$ cat src/rtl/limit_debounce.sv
// limit_debounce: input conditioning for the motion limit/interlock block.
// Eight raw field pins are synchronised into the fabric clock, polarity
// corrected and debounced per channel. Outputs are clean levels, one-cycle
// edge pulses, software-clearable sticky flags and a registered OR.
//
// Channel order: [0] interlock_A [1] limit_m_A [2] limit_0_A [3] limit_p_A
//                [4] interlock_B [5] limit_m_B [6] limit_0_B [7] limit_p_B
//
// Ports:
//   i_clk      fabric clock, rising edge
//   i_rst      synchronous active-high reset
//   i_raw      asynchronous switch inputs
//   i_clr      per-channel sticky-flag clear (one-cycle pulse)
//   o_level    debounced, polarity-corrected level (1 = active)
//   o_rise     one-cycle pulse on o_level 0->1
//   o_fall     one-cycle pulse on o_level 1->0
//   o_latched  sticky flag, set on rise, cleared by i_clr (set wins)
//   o_any      OR of o_level, one cycle later
module limit_debounce #(
  parameter int unsigned DEBOUNCE_CNT = 100000,
  parameter logic [7:0]  INVERT_MASK  = 8'h00
) (
  input  logic       i_clk,
  input  logic       i_rst,
  input  logic [7:0] i_raw,
  input  logic [7:0] i_clr,
  output logic [7:0] o_level,
  output logic [7:0] o_rise,
  output logic [7:0] o_fall,
  output logic [7:0] o_latched,
  output logic       o_any
);

  localparam int unsigned CW = $clog2(DEBOUNCE_CNT + 1);
  localparam logic [CW-1:0] LAST = CW'(DEBOUNCE_CNT - 1);

  logic [7:0]         s1;
  logic [7:0]         s2;
  logic [7:0]         sync;
  logic [7:0]         stable;
  logic [7:0]         mismatch;
  logic [7:0]         expire;
  logic [7:0]         toggle;
  logic [7:0][CW-1:0] cnt;

  always_comb begin
    sync     = s2 ^ INVERT_MASK;
    mismatch = sync ^ stable;
    expire   = '0;
    for (int unsigned i = 0; i < 8; i++) begin
      expire[i] = (cnt[i] == LAST);
    end
    // A channel toggles on the cycle that completes DEBOUNCE_CNT
    // consecutive mismatching samples.
    toggle = mismatch & expire;
  end

  always_ff @(posedge i_clk) begin
    if (i_rst) begin
      // Synchronisers load the inactive pin level so a pin already active
      // at release still has to travel the full pipeline and count.
      s1        <= INVERT_MASK;
      s2        <= INVERT_MASK;
      stable    <= '0;
      cnt       <= '0;
      o_rise    <= '0;
      o_fall    <= '0;
      o_latched <= '0;
      o_any     <= 1'b0;
    end else begin
      s1        <= i_raw;
      s2        <= s1;
      stable    <= stable ^ toggle;
      o_rise    <= toggle & ~stable;
      o_fall    <= toggle & stable;
      o_latched <= (o_latched & ~i_clr) | (toggle & ~stable);
      o_any     <= |stable;
      for (int unsigned i = 0; i < 8; i++) begin
        if (!mismatch[i] || expire[i]) begin
          cnt[i] <= '0;
        end else begin
          cnt[i] <= cnt[i] + CW'(1);
        end
      end
    end
  end

  assign o_level = stable;

endmodule

$ cat config.mk
export PLATFORM = sky130hd
export DESIGN_NAME = limit_debounce
export DESIGN_NICKNAME = d
export VERILOG_FILES = /design/src/rtl/limit_debounce.sv
export SDC_FILE = /design/constraint.sdc
export NUM_CORES = 1
export LEC_CHECK = 0
export BUFFER_PORTS_ARGS = -buffer_cell sky130_fd_sc_hd__buf_2
export CORE_AREA = 2 2 118 120
export CTS_BUF_LIST = sky130_fd_sc_hd__clkbuf_16
export CTS_CLUSTER_DIAMETER = 60
export DETAILED_ROUTE_END_ITERATION = 6
export DIE_AREA = 0 0 120 122
export GPL_ROUTABILITY_DRIVEN = 0
export PLACE_DENSITY = 0.78
export SKIP_LAST_GASP = 1
export SYNTH_ARGS = -nofsm -noshare
export SYNTH_HDL_FRONTEND = slang
export SYNTH_SLANG_ARGS = --single-unit
$ cat constraint.sdc
create_clock -name i_clk -period 2.7 [get_ports i_clk]
set_clock_uncertainty 0.2 [all_clocks]
set_input_delay 0.135 -clock i_clk [delete_from_list [all_inputs] [get_ports i_clk]]
set_output_delay 0.135 -clock i_clk [all_outputs]
set_load 0.01 [all_outputs]
# Word-level counts from Yosys, hierarchy flattened
# Index checks and enable logic that the tools add are counted.
op_classes:
  addsub: 8
  eq_ne: 8
  bitwise_logic: 9
  n_reduce_logical: 25
ops:
  columns: ["op", "count"]
  rows:
  - ["$add A17 B1 Y17 const B", 8]
  - ["$eq A17 B17 Y1 const B", 8]
  - ["$and A8 B8 Y8", 4]
  - ["$not A8 Y8", 2]
  - ["$reduce_or A2 Y1", 8]
  - ["$xor A8 B8 Y8", 2]
  - ["$logic_not A1 Y1", 8]
  - ["$logic_or A1 B1 Y1", 8]
  - ["$or A8 B8 Y8", 1]
  - ["$reduce_or A8 Y1", 1]
word_totals:
  ff_bits: 185
  inputBits: 18
  output_inout_bits: 33
  wordCells: 65

# Longest topological paths before layout
# Gate-level depths: netlist of the first run.
logic_depth:
  word_depth: 4
  ltp_mapped: 7
  depth_no_buf: 5

# Worst setup path before layout of the first run
# Ideal clock, no wire load.
synth_timing:
  path_kind: "register to register"
  from: "register cnt[107] in the netlist's numbering"
  to: "register o_fall[6]"
  setup_time_ns: 0.065
  t_arrival_ns: 1.848
  required_ns: 2.435
  setup_slack_ns: 0.587
  path_stages_with_launch: 6
  path_buffers: 1
  synth_period_minus_slack_ns: 2.113
  path_cell_list: "dfxtp_1 > buf_6 > or4_1 > or4_1 > or4_1 > nor2_1"
synth_via:
  elab_chain_len: 3
synth_rtl:
  columns: ["item", "line", "rtl"]
  rows:
  - ["from (decl)", "44", "logic [7:0][CW-1:0] cnt;"]
  - ["from (signal, indexed assignment)", "82", "cnt[i] <= cnt[i] + CW'(1);"]
  - ["$eq A17 B17 Y1", "51", "expire[i] = (cnt[i] == LAST);"]
  - ["$and A8 B8 Y8", "55", "toggle = mismatch & expire;"]
  - ["$and A8 B8 Y8", "75", "o_fall <= toggle & stable;"]
  - ["to (signal assigned)", "75", null]
  - ["to (decl)", "29", "output logic [7:0] o_fall,"]
# Every way passes these cells.
# A chain may end at the register's enable or synchronous reset.

# Final worst setup path of the first run
layout_timing:
  from: "register cnt[58] in the netlist's numbering"
  to: "register cnt[61] in the netlist's numbering"
layout_via:
  elab_chain_len: 3
  elab_cells_between_ends: 4
  cone_classes: "1 x add/sub; 1 x eq/ne; 2 x reduce/logical"
layout_rtl:
  columns: ["item"]
  rows:
  - ["parallel branches: the longest is 3 deep, another holds $add A17 B1 Y17"]
# Several ways; the timed one is not identified.

==> results, run 1 <==
- STA classifies the critical path endpoint as a flop.
- After layout, the worst path uses between 80 and 90% of the clock period.
- In this run the remaining antenna-violating nets after routing total 0.
- The die covers 14640 um2.
- The setup TNS after final layout is 0 ps.
- The routed design has 14920 um of wire.
- The worst slew margin relative to its limit is a little under half.
- Setup repair after global routing left no endpoint under its margin.
- Counting flops with an async set or reset pin after synthesis yields a share of 0%.
- The die is between 100 and 150 um tall.
- For this run, the post-layout net count is around 960.
- The number of cells produced by synthesis is 873.
- The category of the most critical setup path is reg2reg.
- The number of iterations in the first detailed-routing pass is 5.
- The reg-to-reg critical path startpoint is cnt[58]$_SDFF_PP0_.
- The total number of vias is 6216.
- The all-layer global routing usage is around a fifth.
- The H-tree depth reported by CTS is 4.
- In this run, CTS created clock tree buffers numbering 17.
- At the worst endpoint, the required time is about 2800 ps.
- The slowest stage of the critical path is the or4b_2 cell.
- The critical path contains buffers and inverters numbering 0 combined.
- The worst path arrival time is 2370 ps.
- The end of the critical path is cnt[61]$_SDFF_PP0_.
- The class of the tightest hold or removal check is in2reg.
- The clock tree from TritonCTS is done.
- The actual transition at the worst max-transition pin is ~800 ps.
- The initialized floorplan defines 43 standard-cell rows.
- The synthesis-stage register bit count is approximately 190.
- The hold violation count in the final report was 0.
- The initial antenna violation count came to 0.
- The tool flagged a number of max-cap violations equal to 0.
- The highest fanout seen on the critical path is 17.
- For the finished layout, the period the worst path requires is 2278 ps.
- Final hold analysis gives a worst-case slack of ~87 ps.
- Detailed placement ended at an HPWL of around 10000 um.
- The achievable clock frequency is 438.9 MHz.
- The power density over the cells is 587.2 nW/um2.
- The number of setup violations in the final report is 0.
- The signal on the critical path passes through or4b_2, nor4_2, a211o_1, nor2_1.
- In the routed design, unresolved DRC markers number 0.
- The clock network latency to the later pin of the worst-skew pair is roughly 420 ps.
- The leakage dissipation is just under 3 nW.
- The root buffer cell chosen for the clock tree is clkbuf_16.
- The mapped cell area is a little under 8000 um2.
- Fill cells in the final layout number 1109.
- The number of DRC violations after detailed-routing iteration 0 is approximately 530.
- The sequential share of the synthesized area is between 40 and 50%.
- The flow ran to the end, and the final reports show no timing, DRC or antenna violations.
- For this run, the slowest stage of the critical path takes between 600 and 700 ps.
- The total inserted antenna cells is 0.
- Setup slack on the worst reg-to-reg path comes out at about 420 ps.
- The net count after synthesis is 899.
- The clock drives ~190 sinks.
- The horizontal die dimension is around 120 um.
- The total area inside the core boundary comes to around 14000 um2.
- The first global-routing pass estimated between 20000 and 30000 um of wire.
- Among all flip-flop cells after synthesis, the most frequent one is dfxtp_1.
- In the final routed layout, each cell accounts on average for ~13 um.
- Entering global routing, the biggest net connects around 40 pins.
- Global routing finished with a remaining overflow of 0.
- The clock-pin slew of the registers on the worst-case setup and hold paths is roughly 60 ps.
- The count of distinct cell types in the synthesized netlist is 51.
- The number of flops mapped to enable cells by yosys is 0.
- In this run, post-CTS repair resized a total of 0 instances.
- The critical path runs through a total of 4 cells.
- The critical path launch point type is a flop.
- Each instance of the synthesized netlist takes up on average ~9 um2.
- The maximum root-to-sink buffer count is 2.
- The number of setup buffers added after CTS is 0.
- The area added between synthesis and finish is 14.22%.
- The Yosys step of the flow raised 0 warnings.
- Grouping stages by cell kind, the critical path spends the most delay in simple AND/OR/NAND/NOR gates.
- The number of port buffers is 50.
- The highest ir drop seen on vdd is approximately 0.5 mV.
- Cells with a size suffix above 1 make up 9.514% of the layout.
- Using the TritonRoute via totals, the vias-per-cell ratio works out to about 5.5.
- The worst register-to-register path has a depth of 4.
- The combined area of the multi-input logic cells is about 4000 um2.
- The area taken by flip-flops and latches is between 3000 and 4000 um2.
- The starting density of the core is 58.20%.
- The worst register-to-register path ends at cnt[61]$_SDFF_PP0_.
- The final-report max-slew violation count was 0.
- The via count of the first global-routing pass is between 5000 and 6000.
- The hold buffer count at CTS is 16.
- The most critical setup path has its startpoint at cnt[58]$_SDFF_PP0_.
- During I/O placement, the number of pins put on the boundary was 51.
-- cell usage in the layout (no fill, tap or decap), types with 4 or more instances in the layout --
cell type,instances
inv_1,18
a21oi_1,21
mux2i_1,6
dlygate4sd3_1,16
nand4_1,50
ha_1,8
nand2b_1,24
and3_1,14
nor2_1,147
buf_2,50
nor4b_1,4
a21o_1,6
or3_1,10
nor2b_1,16
xnor2_1,55
nor3_1,31
nor4bb_1,5
o31ai_1,4
clkinv_2,4
nand3_1,55
or4_1,9
clkinvlp_4,4
clkbuf_16,17
nand2_1,32
nor4_1,26
xor2_1,53
and4_1,18
buf_4,5
o21ai_0,9
dfxtp_1,185
-- power breakdown --
group,switching (mW),leakage (nW),total (mW),internal (mW)
Clock,0.995,0.281,2.43,1.44
Combinational,0.0448,1.17,0.0856,0.0408
Sequential,0.00930,1.49,2.75,2.74
-- worst min path at each step --
stage                  start                      end  slack, ps  depth (start not counted)
floorplan           i_raw[0]         s1[0]$_SDFF_PP0_         60                          1
global placement    i_raw[2]         s1[2]$_SDFF_PP0_        150                          2
detailed placement  i_raw[6]         s1[6]$_SDFF_PP0_        150                          2
CTS                    i_rst  o_latched[0]$_SDFF_PP0_         70                          2
global route           i_rst                     flop        110                          2
finish                 i_rst  o_latched[0]$_SDFF_PP0_         90                          2
-- through the flow --
step | util (%) | cell area (um2) | power (mW) | setup WS (ps) | cells
final | 66.48 | 8977 | 5.271 | 421.5 | 1126
after CTS | 66.48 | 8977 | 5.332 | 386.9 | 1126
after floorplan | - | 7860 | 2.858 | 587.3 | 873
after global routing | 66.48 | 8977 | 5.468 | 268.2 | 1126
after detailed placement | 60.96 | 8232 | 2.882 | 417.8 | 1078
after global placement | 60.96 | 8232 | 2.881 | 470.6 | 1078
-- worst register-to-register path, cell delays in order (launching register included) --
cell and delay (ps):
dfxtp_1 430, or4b_2 610, nor4_2 310, a211o_1 490, nor2_1 110
-- per-layer routing --
layer	vias up	global-route usage (%)	share of wire, %
met5	-	0	0
met4	0	8.162	1.6
met3	18	5.524	4.3
met2	142	33.31	46
met1	2872	28.43	48
li1	3184	-	-
-- cells in the mapped netlist (2+ instances only) --
cell type / count / share of area, %
nand4_1: 50 / 4.0
a21oi_1: 21 / 1.3
nor4b_1: 4 / 0.45
buf_2: 5 / 0.32
or2_2: 2 / 0.16
a21o_1: 6 / 0.57
and4b_1: 3 / 0.38
nand4b_1: 2 / 0.22
nand4bb_1: 2 / 0.29
xnor2_1: 55 / 6.1
nor2b_1: 16 / 1.3
a2bb2oi_1: 2 / 0.22
and4_1: 18 / 2.0
or4b_1: 3 / 0.38
clkbuf_1: 21 / 1.0
mux2i_1: 6 / 0.76
a211o_1: 2 / 0.22
or4_1: 9 / 0.86
xor2_1: 53 / 5.9
and2_1: 3 / 0.24
nor3_1: 31 / 2.0
and3_1: 14 / 1.1
nor2_1: 147 / 7.0
nand2b_1: 24 / 1.9
nand3_1: 55 / 3.5
ha_1: 8 / 1.3
o31ai_1: 4 / 0.38
inv_1: 17 / 0.81
nor4_1: 26 / 2.1
o41ai_1: 2 / 0.22
or3_1: 10 / 0.80
nor4bb_1: 5 / 0.64
o21ai_0: 9 / 0.57
nand2_1: 32 / 1.5
or2_1: 3 / 0.24
or4bb_1: 3 / 0.43
or3b_1: 2 / 0.22
dfxtp_1: 185 / 47
-- final cells by class --
| cell class | instances | share of cell area [%] |
|---|---|---|
| repair buffers | 71 | 4.990 |
| clock buffers | 17 | 4.739 |
| inverters | 17 | 0.7108 |
| multi-input cells | 641 | 44.01 |
| clock inverters | 15 | 1.784 |
| well taps | 180 | 2.509 |
| flip-flops and latches | 185 | 41.25 |
-- flip-flops by register name, indices dropped and copies added, names as in the netlist, named ones only --
| name | cells |
|---|---|
| cnt | 136 |
| o_any | 1 |
| o_fall | 8 |
| o_latched | 8 |
| o_rise | 8 |
| s1 | 8 |
| s2 | 8 |
-- cell families after synthesis --
group | count (synthesis) | share of synthesized area (%)
simple gates | 471 | 32.47
flops | 185 | 47.12
xor+xnor | 108 | 12.03
compound gates | 48 | 3.725
buf+inv | 47 | 2.611
fa+ha+maj | 8 | 1.274
mux | 6 | 0.7641
(Power assumes the default switching activity.)
==> inputs of run 2 (changes only) <==
CORE_AREA = 2 2 124 126   (was 2 2 118 120)
DIE_AREA = 0 0 126 128   (was 0 0 120 122)
PLACE_DENSITY = 0.74   (was 0.78)
clock period = 1.99 ns   (was 2.7 ns; I/O delays follow)
==> results, run 2 (synthesis results as in run 1) <==
- The worst setup margin is -139.4 ps (was 421.5 ps).
- Commonest non-fill, non-tap cells in the layout: dfxtp_1, nor2_1, buf_4 (was dfxtp_1, nor2_1, nand3_1, xnor2_1, xor2_1).
- The average wire length per cell after detail routing was 13.16 um (was 13.25 um).
- The horizontal die dimension is 126 um (was 120 um).
- The half-perimeter wire length after detailed placement is 10780 um (was 10070 um).
- The clock network latency to the later pin of the worst-skew pair came to 430 ps (was 420 ps).
- The share of the clock period used by the worst path after layout came to 107.0% (was 84.39%).
- The maximum root-to-sink buffer count is 2 (unchanged).
- The total inserted antenna cells came to 0 (unchanged).
- The number of buffers added by the clock tree synthesis step is 17 (unchanged).
- The number of DRC violations after detailed-routing iteration 0 is 371 (was 534).
- The category of the worst setup path capture point was a flop (unchanged).
- The minimum clock period was 2129 ps (was 2278 ps).
- The post-route cell area is 9543 um2 (was 8977 um2).
- The most common cell after layout, fill and taps aside is dfxtp_1 (unchanged).
- The post-detailed-routing wire length is 15680 um (was 14920 um).
- The clock tree from TritonCTS was done (unchanged).
- The number of core rows is 45 (was 43).
- The leakage dissipation is 3.301 nW (was 2.941 nW).
- The reported max-cap violation count is 0 (unchanged).
- The net switching power figure is 1.468 mW (was 1.050 mW).
- The die area is 16130 um2 (was 14640 um2).
- The cell type of the slowest stage on the worst timing path is or4_4 (was or4b_2).
- The antenna violation net count after detailed routing is 0 (unchanged).
- The end-of-flow core utilization is 64.20% (was 66.48%).
- The internal power of the cells was 5.619 mW (was 4.222 mW).
- The class of the tightest hold or removal check is in2reg (unchanged).
- The part of the power in the clock network is 45.4% (was 46.2%).
- The starting density of the core was 52.88% (was 58.20%).
- The number of port buffers was 50 (unchanged).
- The cell chosen for the clock root is clkbuf_16 (unchanged).
- The initial antenna violation count is 0 (unchanged).
- The highest fanout seen on the critical path is 2 (was 17).
- The final-report max-slew violation count is 0 (unchanged).
- The via count of the first global-routing pass is 5719 (was 5640).
- The worst path buffer plus inverter count came to 0 (unchanged).
- The worst path arrival time is 2300 ps (was 2370 ps).
- The actual transition at the worst max-transition pin is 639.3 ps (was 800.6 ps).
- The worst slew margin relative to its limit is 57.38% (was 46.63%).
- The fill cell total of the finished layout is 1277 (was 1109).
- The total placed instance area is 8731 um2 (was 8232 um2).
- The critical path launch point type is a flop (unchanged).
- The category of cells accounting for the largest share of critical-path delay is simple AND/OR/NAND/NOR gates (unchanged).
- The floorplan core area is 14860 um2 (was 13500 um2).
- The number of flip-flops in the largest register came to 136 (unchanged).
- Setup repair after global routing missed its margin: yes (was no).
- By instance count, the cell type seen most on the critical path is or4_4.
- The share of total power consumed by net switching was 20.71% (was 19.91%).
- The combinational cell fraction of total power is 2.0% (was 1.6%).
- The all-layer global routing usage came to 19.96% (was 21.33%).
- The ratio of cells with drive above 1 in the final layout is 15.95% (was 9.514%).
- The hold violation count in the final report is 0 (unchanged).
- The largest net degree at the start of global routing was 29 (was 41).
- The category of the most critical setup path is reg2reg (unchanged).
- The final reports fail on negative setup slack.
- The clock-pin slew of the registers on the worst-case setup and hold paths is 60 ps (about the same).
- The post-detailed-route via-to-cell ratio is 5.327 (was 5.520).
- The area added between synthesis and finish was 21.41% (was 14.22%).
- The first-pass GRT wire length is 26320 um (was 25570 um).
- The number of DRC violations after detailed routing is 0 (unchanged).
- The register ranked first by flip-flop count is cnt (unchanged).
- The total number of vias is 6344 (was 6216).
- The remaining global-route overflow is 0 (unchanged).
- The number of setup violations in the final report is 2 (was 0).
- The die outline height is 128 um (was 122 um).
- The portion of total power attributed to sequential cells came to 52.7% (was 52.2%).
- The number of iterations in the first detailed-routing pass is 4 (was 5).
- The achievable clock frequency came to 469.6 MHz (was 438.9 MHz).
- The power density over the cells is 742.7 nW/um2 (was 587.2 nW/um2).
- The required time of the critical path is 2160 ps (was 2790 ps).
- The final layout net count is 1016 (was 959).
- The top-level I/O count is 51 (unchanged).
- The peak per-stage delay on the critical path was 530 ps (was 610 ps).
- The number of sinks handled by clock tree synthesis came to 185 (unchanged).
- The H-tree depth reported by CTS is 4 (unchanged).
- Critical path cell sequence: or4_4, or4_4, or4_4, nor2_1 (was or4b_2, nor4_2, a211o_1, nor2_1).
- Run status: finished, violations left (was finished, final reports clean).
- The highest ir drop seen on vdd is 0.5791 mV (was 0.4923 mV).
-- run 2: cell count changes in the layout (fill, tap and decap cells not counted), sizes merged --
cell	previous run	this run
buf	55	111
inv	18	20
bufinv	3	2
clkinvlp	4	3
dlygate4sd3	16	17
-- run 2: power groups by stage --
stage | Combinational (mW) | Sequential (mW) | Clock (mW)
after global routing | 0.153 | 3.73 | 3.45
final | 0.139 | 3.73 | 3.21
after CTS | 0.139 | 3.73 | 3.29
after floorplan | 0.0656 | 3.81 | 0
after detailed placement | 0.114 | 3.82 | 0
after global placement | 0.113 | 3.82 | 0
-- run 2: final timing paths --
kind / cells past startpoint / endpoint / startpoint / slack, ps
min reg2reg: 1 / s2[2]$_SDFF_PP0_ / s1[2]$_SDFF_PP0_ / 230
max: 4 / o_fall[6]$_SDFF_PP0_ / cnt[107]$_SDFF_PP0_ / -140
min: 3 / s1[1]$_SDFF_PP0_ / i_raw[1] / 210
max reg2reg: 4 / o_fall[6]$_SDFF_PP0_ / cnt[107]$_SDFF_PP0_ / -140
-- run 2: per-stage QoR --
stage | hold slack, ps | power [mW] | cells | TNS [ps] | setup WS [ps]
finish | 210.3 | 7.087 | 1191 | -260.1 | -139.4
global route | 225.8 | 7.336 | 1191 | -378.4 | -173.7
CTS | 182.9 | 7.167 | 1189 | -216.8 | -109.8
detailed placement | 112.4 | 3.932 | 1140 | -124.3 | -47.36
global placement | 113.2 | 3.930 | 1140 | -82.57 | -46.79
floorplan | 27.68 | 3.879 | 873 | -245.4 | -122.7
-- run 2: final cells by class --
cell class	instances	area [um2]	share of cell area [%]
clock buffer	17	425.4	4.458
clock inverter	15	136.4	1.429
inverter	17	63.81	0.6687
multi-input combinational	641	4050	42.44
sequential	185	3704	38.81
tap	188	235.2	2.465
timing repair buffer	128	928.4	9.729
-- run 2: what timing repair did --
item	in CTS	in global routing
hold buffers	17	0
setup endpoints to repair	3	41
cloned	0	0
resized for setup	1	13
setup buffers	0	2
pin swaps	2	3
hold endpoints to repair	23	0
-- run 2: layer usage --
layer,routed length [um],vias to the layer above,GRT usage (%)
li1,-,3303,-
met1,7509,2939,25.79
met2,7348,75,32.57
met3,503,27,4.174
met4,317,0,8.533
met5,0,-,0
-- run 2: worst min-delay path: stages --
cell	delay, ps
dlygate4sd3_1	520
buf_2	90
nor2b_1	100
==> inputs of run 3 (changes only) <==
clock period = 1.8 ns   (was 1.99 ns; I/O delays follow)
==> results, run 3 (synthesis results as in run 1) <==
- Run status: finished, violations left (unchanged).
- Violations in the final reports: negative setup slack (unchanged).
- The top-level I/O count is 51 (unchanged).
- The worst setup margin is -296.9 ps (was -139.4 ps).
- The category of cells accounting for the largest share of critical-path delay is simple AND/OR/NAND/NOR gates (unchanged).
- The power density over the cells is 774.2 nW/um2 (was 742.7 nW/um2).
- The number of flip-flops in the largest register is 136 (unchanged).
- The register-to-register setup slack was -300 ps (was -140 ps).
- The total placed instance area was 9136 um2 (was 8731 um2).
- The instance count on the critical path came to 4 (unchanged).
- The number of iterations in the first detailed-routing pass is 4 (unchanged).
- The floorplan core area is 14860 um2 (unchanged).
- The average wire length per cell after detail routing is 14.14 um (was 13.16 um).
- The post-detailed-routing wire length is 17630 um (was 15680 um).
- The capture point of the worst reg-to-reg path is o_fall[6]$_SDFF_PP0_ (unchanged).
- Setup repair after global routing missed its margin: yes (unchanged).
- The most common cell after layout, fill and taps aside is dfxtp_1 (unchanged).
- The share of the clock period used by the worst path after layout is 116.5% (was 107.0%).
- The register ranked first by flip-flop count is cnt (unchanged).
- The ratio of cells with drive above 1 in the final layout was 28.05% (was 15.95%).
- The clock network latency to the later pin of the worst-skew pair is 430 ps (about the same).
- The half-perimeter wire length after detailed placement is 11390 um (was 10780 um).
- The number of cells traversed by the worst hold path came to 3 (unchanged).
- The remaining global-route overflow is 0 (unchanged).
- The cell occurring most often along the worst timing path is or4_1 (was or4_4).
- The peak per-stage delay on the critical path came to 490 ps (was 530 ps).
- The clock tree from TritonCTS is done (unchanged).
- The number of DRC violations after detailed routing was 0 (unchanged).
- The global-route layer with the greatest usage is met2 (unchanged).
- The hold violation count in the final report is 0 (unchanged).
- The number of setup violations in the final report is 50 (was 2).
- The number of buffers added by the clock tree synthesis step is 17 (unchanged).
- The initial antenna violation count is 0 (unchanged).
- The met3 routing resource usage after global routing came to 5.384% (was 4.174%).
- The highest ir drop seen on vdd is 0.6777 mV (was 0.5791 mV).
- The reported max-cap violation count is 0 (unchanged).
- The final layout net count came to 1072 (was 1016).
- The die area is 16130 um2 (unchanged).
- The achievable clock frequency was 476.9 MHz (was 469.6 MHz).
- The end point of the worst hold path is s1[6]$_SDFF_PP0_ (was s1[1]$_SDFF_PP0_).
- The category of the worst setup path capture point is a flop (unchanged).
- The number of core rows is 45 (unchanged).
- The required time of the critical path is 1960 ps (was 2160 ps).
- The H-tree depth reported by CTS came to 4 (unchanged).
- The met2 capacity usage during global routing is 36.15% (was 32.57%).
- The highest fanout seen on the critical path was 2 (unchanged).
- The number of port buffers is 50 (unchanged).
- The first-pass GRT wire length is 28500 um (was 26320 um).
- The die outline height is 128 um (unchanged).
- The final-report max-slew violation count is 0 (unchanged).
- The number of cells on the worst reg-to-reg path was 4 (unchanged).
- The worst path arrival time was 2260 ps (was 2300 ps).
- The critical path launch point type is a flop (unchanged).
- Commonest non-fill, non-tap cells in the layout: dfxtp_1, nor2_1, buf_4 (unchanged).
- The starting density of the core was 52.88% (unchanged).
- The class of the tightest hold or removal check is in2reg (unchanged).
- The number of sinks handled by clock tree synthesis is 185 (unchanged).
- The number of DRC violations after detailed-routing iteration 0 is 330 (was 371).
- The total inserted antenna cells is 0 (unchanged).
- The minimum clock period came to 2097 ps (was 2129 ps).
- The via count of the first global-routing pass was 6503 (was 5719).
- The power after layout is 8.026 mW (was 7.087 mW).
- The cell chosen for the clock root is clkbuf_16 (unchanged).
- The worst path buffer plus inverter count is 0 (unchanged).
- The all-layer global routing usage is 21.33% (was 19.96%).
- The reg-to-reg critical path startpoint is cnt[107]$_SDFF_PP0_ (unchanged).
- The horizontal die dimension is 126 um (unchanged).
- The total number of vias came to 6747 (was 6344).
- The antenna violation net count after detailed routing is 0 (unchanged).
- The post-route cell area is 10370 um2 (was 9543 um2).
- The hold path startpoint is i_raw[6] (was i_raw[1]).
- The cell type of the slowest stage on the worst timing path is or4_1 (was or4_4).
- The largest net degree at the start of global routing is 28 (was 29).
- The actual transition at the worst max-transition pin came to 662.9 ps (was 639.3 ps).
- The category of the most critical setup path was reg2reg (unchanged).
- The leakage dissipation is 3.663 nW (was 3.301 nW).
- The met1 capacity usage during global routing is 25.98% (was 25.79%).
- Critical path cell sequence: or4_1, or4_1, or4_4, nor2_1 (was or4_4, or4_4, or4_4, nor2_1).
- The worst slew margin relative to its limit is 55.81% (was 57.38%).
- The fill cell total of the finished layout came to 1150 (was 1277).
- The maximum root-to-sink buffer count is 2 (unchanged).
- The clock-pin slew of the registers on the worst-case setup and hold paths is 60 ps (about the same).
- The end-of-flow core utilization is 69.74% (was 64.20%).
- The post-detailed-route via-to-cell ratio came to 5.411 (was 5.327).
- The area added between synthesis and finish is 31.88% (was 21.41%).
run 3: cell types whose count changed in the layout (fill, tap and decap cells not counted), sizes merged:
cell      before  now
bufinv         2    3
clkbuf        17   19
clkinvlp       3    2
clkinv         7    6
buf          111  165
inv           20   21
run 3: where the power goes:
group	switching (mW)	internal [mW]
Combinational	0.0909	0.103
Clock	1.54	2.16
Sequential	0.0126	4.11
Total	1.65	6.38
run 3: routing by layer:
layer | vias to the layer above | share of wire (%)
met2 | 112 | 50
met3 | 33 | 3.2
met1 | 3186 | 44
li1 | 3416 | -
met4 | 0 | 2.6
met5 | - | 0
run 3: repair_timing:
item / 4_1_cts / 5_1_grt
cloned: 3 / 2
endpoints found under the setup margin: 57 / 106
setup buffers: 5 / 8
pin swaps: 4 / 22
hold buffers: 17 / 0
hold endpoints to repair: 20 / 0
gates resized for setup: 17 / 92
run 3: metrics by stage:
stage          setup TNS [ps]  std cells  hold slack (ps)  worst slack (ps)
5_1_grt                 -8788       1247            221.6            -343.8
3_3_place_gp            -1916       1186            104.4            -239.6
6_report                -4340       1247            196.7            -296.9
4_1_cts                 -3741       1243            180.3            -272.4
2_1_floorplan           -3680        873            18.18            -312.7
3_5_place_dp            -3392       1186            101.7            -246.3
run 3: how the worst max path moves through the flow:
stage | slack (ps) | end | start
after floorplan | -310 | o_fall[6]$_SDFF_PP0_ | cnt[107]$_SDFF_PP0_
after global placement | -240 | o_fall[6]$_SDFF_PP0_ | cnt[107]$_SDFF_PP0_
after detailed placement | -250 | o_fall[6]$_SDFF_PP0_ | cnt[107]$_SDFF_PP0_
after CTS | -270 | o_fall[6]$_SDFF_PP0_ | cnt[107]$_SDFF_PP0_
after global routing | -340 | o_fall[6]$_SDFF_PP0_ | cnt[107]$_SDFF_PP0_
final | -300 | o_fall[6]$_SDFF_PP0_ | cnt[107]$_SDFF_PP0_
run 3: final cells by class:
cell class / instances / area [um2] / area share (%)
clock buffer: 17 / 425.4 / 4.104
clock inverter: 15 / 161.4 / 1.557
inverter: 17 / 63.81 / 0.6156
multi-input combinational: 641 / 4315 / 41.63
sequential: 185 / 3730 / 35.98
tap: 188 / 235.2 / 2.269
timing repair buffer: 184 / 1435 / 13.84
run 3: tightest hold or removal path, delay by kind of cell:
| kind | cells | cell delay [ps] |
|---|---|---|
| and+or+nand+nor | 1 | 100 |
| buffers and inverters | 2 | 600 |
